==> config.mk <==
export PLATFORM = sky130hd
export DESIGN_NAME = ex_mem_stage_buf
export DESIGN_NICKNAME = d
export VERILOG_FILES = /design/src/rtl/ex_mem_pkg.sv /design/src/rtl/ex_mem_stage_buf_slot.sv /design/src/rtl/ex_mem_stage_buf.sv
export SDC_FILE = /design/constraint.sdc
export NUM_CORES = 1
export LEC_CHECK = 0
export ABC_AREA = 1
export ABC_CLOCK_PERIOD_IN_PS = 2000
export BUFFER_PORTS_ARGS = -buffer_cell sky130_fd_sc_hd__buf_4
export CAP_MARGIN = 25
export CORE_UTILIZATION = 55
export DETAILED_ROUTE_END_ITERATION = 6
export PLACE_DENSITY = 0.88
export SYNTH_ARGS = -nofsm -noshare
export SYNTH_HDL_FRONTEND = slang
export SYNTH_HIERARCHICAL = 1
export SYNTH_SLANG_ARGS = --single-unit
==> constraint.sdc <==
create_clock -name clk -period 2 [get_ports clk]
set_input_delay 0.4 -clock clk [delete_from_list [all_inputs] [get_ports clk]]
set_output_delay 0.4 -clock clk [all_outputs]
set_load 0.005 [all_outputs]
==> src/rtl/ex_mem_pkg.sv <==
// EX->MEM stage shared definitions: control layout and handshake state encoding.
// Latency: n/a (definitions only).
// Backpressure: n/a.
package ex_mem_pkg;

    // Control field width and bit positions, MSB..LSB = {MemRead, MemWrite, RegWrite, MemtoReg}
    localparam int CTRL_W       = 4;
    localparam int CTL_MEMREAD  = 3;
    localparam int CTL_MEMWRITE = 2;
    localparam int CTL_REGWRITE = 1;
    localparam int CTL_MEMTOREG = 0;

    // Occupancy of the stage: nothing held, main entry held, main plus skid held
    typedef enum logic [1:0] {
        ST_EMPTY = 2'd0,
        ST_FULL  = 2'd1,
        ST_SKIDF = 2'd2
    } state_t;

endpackage

==> src/rtl/ex_mem_stage_buf_slot.sv <==
// One valid bit plus payload register with load and clear controls.
// Latency: 1 cycle from ld to q/vld.
// Backpressure: none; the owner decides when to load or clear.
module stage_slot #(
    parameter int W = 8
) (
    input  logic         clk,
    input  logic         rst,
    input  logic         ld,
    input  logic         clr,
    input  logic [W-1:0] d,
    output logic         vld,
    output logic [W-1:0] q
);

    // Clear wins over load; a clear drops the valid bit but leaves the payload untouched
    always_ff @(posedge clk or negedge rst) begin
        if (!rst) begin
            vld <= 1'b0;
            q   <= '0;
        end else begin
            if (clr) begin
                vld <= 1'b0;
            end else if (ld) begin
                vld <= 1'b1;
            end
            if (ld && !clr) begin
                q <= d;
            end
        end
    end

endmodule

==> src/rtl/ex_mem_stage_buf.sv <==
// EX->MEM pipeline stage: carries control, ALU result, store data and write register.
// Latency: 1 cycle input to output when MEM is not stalling.
// Backpressure: SKID=1 gives a registered in_ready via a second entry; SKID=0 gives in_ready = !out_valid || out_ready.
module ex_mem_stage_buf #(
    parameter int CTRL_W = ex_mem_pkg::CTRL_W,
    parameter int DATA_W = 32,
    parameter int WN_W   = 5,
    parameter bit SKID   = 1'b1
) (
    input  logic              clk,
    input  logic              rst,
    input  logic              flush,
    input  logic              in_valid,
    output logic              in_ready,
    input  logic [CTRL_W-1:0] in_ctrl,
    input  logic [DATA_W-1:0] in_alu,
    input  logic [DATA_W-1:0] in_rd2,
    input  logic [WN_W-1:0]   in_wn,
    output logic              out_valid,
    input  logic              out_ready,
    output logic [CTRL_W-1:0] out_ctrl,
    output logic [DATA_W-1:0] out_alu,
    output logic [DATA_W-1:0] out_rd2,
    output logic [WN_W-1:0]   out_wn
);

    import ex_mem_pkg::*;

    localparam int PW = CTRL_W + 2 * DATA_W + WN_W;

    typedef struct packed {
        logic [CTRL_W-1:0] ctrl;
        logic [DATA_W-1:0] alu;
        logic [DATA_W-1:0] rd2;
        logic [WN_W-1:0]   wn;
    } pay_t;

    state_t state;
    state_t nxt;
    logic   in_ready_q;
    logic   in_xfer;
    logic   out_xfer;
    logic   main_vld;
    logic   main_ld;
    logic   main_clr;
    logic   skid_vld;
    logic   skid_ld;
    logic   skid_clr;
    pay_t   in_pay;
    pay_t   main_d;
    pay_t   main_q;
    pay_t   skid_q;

    assign in_pay   = '{ctrl: in_ctrl, alu: in_alu, rd2: in_rd2, wn: in_wn};
    assign in_ready = SKID ? in_ready_q : (!main_vld || out_ready);
    assign in_xfer  = in_valid && in_ready;
    assign out_xfer = main_vld && out_ready;

    stage_slot #(.W(PW)) u_main (
        .clk (clk),
        .rst (rst),
        .ld  (main_ld),
        .clr (main_clr),
        .d   (main_d),
        .vld (main_vld),
        .q   (main_q)
    );

    generate
        if (SKID) begin : g_skid
            stage_slot #(.W(PW)) u_skid (
                .clk (clk),
                .rst (rst),
                .ld  (skid_ld),
                .clr (skid_clr),
                .d   (in_pay),
                .vld (skid_vld),
                .q   (skid_q)
            );
        end else begin : g_noskid
            assign skid_vld = 1'b0;
            assign skid_q   = '0;
        end
    endgenerate

    // Occupancy state and the registered ready it implies (low only while both entries are held)
    always_ff @(posedge clk or negedge rst) begin
        if (!rst) begin
            state      <= ST_EMPTY;
            in_ready_q <= 1'b1;
        end else begin
            state      <= nxt;
            in_ready_q <= (nxt != ST_SKIDF);
        end
    end

    // Next occupancy and slot load/clear strobes; flush discards everything including this cycle's input
    always_comb begin
        nxt      = state;
        main_ld  = 1'b0;
        main_clr = 1'b0;
        main_d   = in_pay;
        skid_ld  = 1'b0;
        skid_clr = 1'b0;
        if (flush) begin
            nxt      = ST_EMPTY;
            main_clr = 1'b1;
            skid_clr = 1'b1;
        end else if (!SKID) begin
            if (in_xfer) begin
                main_ld = 1'b1;
                nxt     = ST_FULL;
            end else if (out_xfer) begin
                main_clr = 1'b1;
                nxt      = ST_EMPTY;
            end
        end else begin
            case (state)
                ST_EMPTY: begin
                    if (in_xfer) begin
                        main_ld = 1'b1;
                        nxt     = ST_FULL;
                    end
                end
                ST_FULL: begin
                    if (in_xfer && out_xfer) begin
                        main_ld = 1'b1;
                    end else if (in_xfer) begin
                        skid_ld = 1'b1;
                        nxt     = ST_SKIDF;
                    end else if (out_xfer) begin
                        main_clr = 1'b1;
                        nxt      = ST_EMPTY;
                    end
                end
                ST_SKIDF: begin
                    if (out_xfer) begin
                        main_ld  = 1'b1;
                        main_d   = skid_q;
                        skid_clr = 1'b1;
                        nxt      = ST_FULL;
                    end
                end
                default: begin
                    nxt = ST_EMPTY;
                end
            endcase
        end
    end

    // Bubbles never carry live control bits; data fields just keep their last value
    always_comb begin
        out_valid = main_vld;
        out_ctrl  = main_vld ? main_q.ctrl : '0;
        out_alu   = main_q.alu;
        out_rd2   = main_q.rd2;
        out_wn    = main_q.wn;
    end

endmodule
==> impl_metrics.tcl <==
set metrics [dict create \
    outcome "finished, final reports clean" \
    area_growth_pct 24.3 \
    grt.overflow.total 0 \
    endpoint_kind "register" \
    r2r-end "g_skid.u_skid/q[29]" \
    swShare 0.279 \
    routedWlPerCell_um 15.2 \
    syn_nets 999 \
    port_buffers 152 \
    hold_viol_final 0 \
    power_switching_mw 2.73 \
    cts_buffers 17 \
    grt_max_degree 75 \
    nets 1119 \
    finalCritPeriodShare 0.921 \
    fmax_mhz 543 \
    worstHoldPathType "in2reg" \
    tritoncts "built" \
    post-route-min-period_ps 1840 \
    place_ws_ps 191 \
    antenna_cells 0 \
    grt_pass1_vias 6280 \
    ys_warn_count 6 \
    cts_setup_buffers 0 \
    max_cap_viol_count 0 \
    vias 6664 \
    grt_usage 0.289 \
    leakagePower_nw 5.04 \
    clock_path_buffers 2 \
    crit_start "in_ready" \
    rsz0062_at_grt "false" \
    ant_nets 0 \
    die_w_um 116 \
    dieHeight_um 116 \
    layout-drive-gt1-share 0.201 \
    tns_ps 0 \
    start_kind "register" \
    powerDensity_mw_per_mm2 1090 \
    drt_iter0_markers 730 \
    vias_per_cell 5.44 \
    die_area_sq_mm 0.0135 \
    core_area_sq_mm 0.0127 \
    arrival_ps 2200 \
    path_max_fanout 28 \
    clock_skew_ps 5.51 \
    clock_tree.root_cell "clkbuf_16" \
    critPathKind "reg2reg" \
    worstHoldStart "flush" \
    drtPass1Iterations 5 \
    fin_area_sq_mm 0.00893 \
    clock_sinks 150 \
    cts.htree.levels 4 \
    gp_congestion 0.790 \
    worstSkewPairLatency_ps 430 \
    whs_ps 152 \
    holdPathEnd "state[0]" \
    final_util 0.705 \
    p_clk_frac 0.336 \
    slew_viol_final 0 \
    wl_um 18600 \
    ff2ff_path_depth 7 \
    worst_pin_slew_ps 728 \
    clk_pin_slew_ps 60 \
    grt_pass1_wl_um 30200 \
    syn-cell-area_sq_mm 0.00718 \
    comb_power_share 0.206 \
    max-slew-margin-rel 0.515 \
    seq_power_share 0.458 \
    syn_avg_cell_area_sq_um 7.80 \
    p_int_mw 7.04 \
    r2r-start "in_ready" \
    rrSetupSlack_ps 160 \
    setup_slack_ps 159 \
    post-dp-hpwl_um 11000 \
    drc 0 \
    placed_area_sq_mm 0.00830 \
    cp.required_ps 2360 \
    antenna_found_initial 0 \
    netlist_instances 921 \
    vdd_ir_drop_max_mv 0.700 \
    hold_depth 2 \
    row_count 41 \
    io_pins 153 \
    fill_cells 987 \
    setup_viol_count_final 0 \
    initial_core_util 0.567 \
]
==> metrics by stage <==
stage / instances / power, mW
floorplan: 921 / 5.39
global placement: 1193 / 6.40
detailed placement: 1193 / 6.51
CTS: 1226 / 9.83
global route: 1226 / 10.3
finish: 1226 / 9.77
==> worst max path at each step <==
| stage | depth (start not counted) | slack [ps] | end |
|---|---|---|---|
| after floorplan | 10 | 370 | u_main/q[59] |
| after global placement | 7 | 230 | g_skid.u_skid/q[5] |
| after detailed placement | 9 | 190 | u_main/q[64] |
| after CTS | 7 | 160 | g_skid.u_skid/q[0] |
| after global routing | 7 | 20 | g_skid.u_skid/q[42] |
| final | 7 | 160 | g_skid.u_skid/q[29] |
==> registers in the layout (all words and copies together), names as in the netlist <==
signal / flops
g_skid.u_skid/q: 73
in_ready: 1
state: 2
u_main/q: 73
u_main/vld: 1
==> what timing repair did <==
| action | CTS | global route |
|---|---|---|
| resized for setup | 0 | 1 |
| hold endpoints to repair | 31 | 0 |
| hold buffers | 1 | 0 |
| setup endpoints to repair | 0 | 2 |
==> per-layer routing <==
metal  global-route usage  share of wire  up-vias
met1                0.383           0.41     3102
li1                     -              -     3180
met2                0.454           0.48      342
met4                0.132          0.021        0
met5                    0              0        -
met3               0.0669          0.087       40
==> cells in the final DEF, fill, tap and decap left out <==
master / n
buf_12: 8
inv_2: 3
dfrtp_1: 149
dfstp_2: 1
nand2_2: 4
a22oi_2: 1
nand2_1: 449
buf_6: 2
clkbuf_16: 17
clkbuf_8: 4
nor3_2: 1
inv_1: 10
clkbuf_1: 3
bufinv_16: 3
dlygate4sd3_1: 1
clkinvlp_4: 2
nand3_1: 221
buf_4: 162
nor2_1: 5
o21ai_0: 3
clkinv_2: 3
nor2_4: 1
a21oi_1: 1
==> layout make-up <==
| cell class | instances | area (sq um) | share of cell area |
|---|---|---|---|
| flip-flops and latches | 150 | 3750 | 0.421 |
| inverters | 13 | 48.8 | 0.00547 |
| clock inverters | 8 | 120 | 0.0135 |
| well taps | 172 | 215 | 0.0241 |
| clock buffers | 24 | 492 | 0.0551 |
| multi-input cells | 686 | 2890 | 0.324 |
| repair buffers | 173 | 1410 | 0.158 |
==> power by group through the flow <==
stage          registers (mW)  logic, mW  clock network [mW]
2_1_floorplan            4.44      0.949                   0
3_5_place_dp             4.49       2.01                   0
6_report                 4.47       2.01                3.28
3_3_place_gp             4.47       1.92                   0
4_1_cts                  4.47       2.03                3.33
5_1_grt                  4.57       2.31                3.47
==> worst max-delay path, cell delays in order (launching register included) <==
cell	delay, ps
dfstp_2	540
nand2_1	90
inv_1	80
nand2_1	100
nor3_2	350
buf_4	390
nand3_1	110
nand2_1	110
Power figures use the tool's default switching activity.
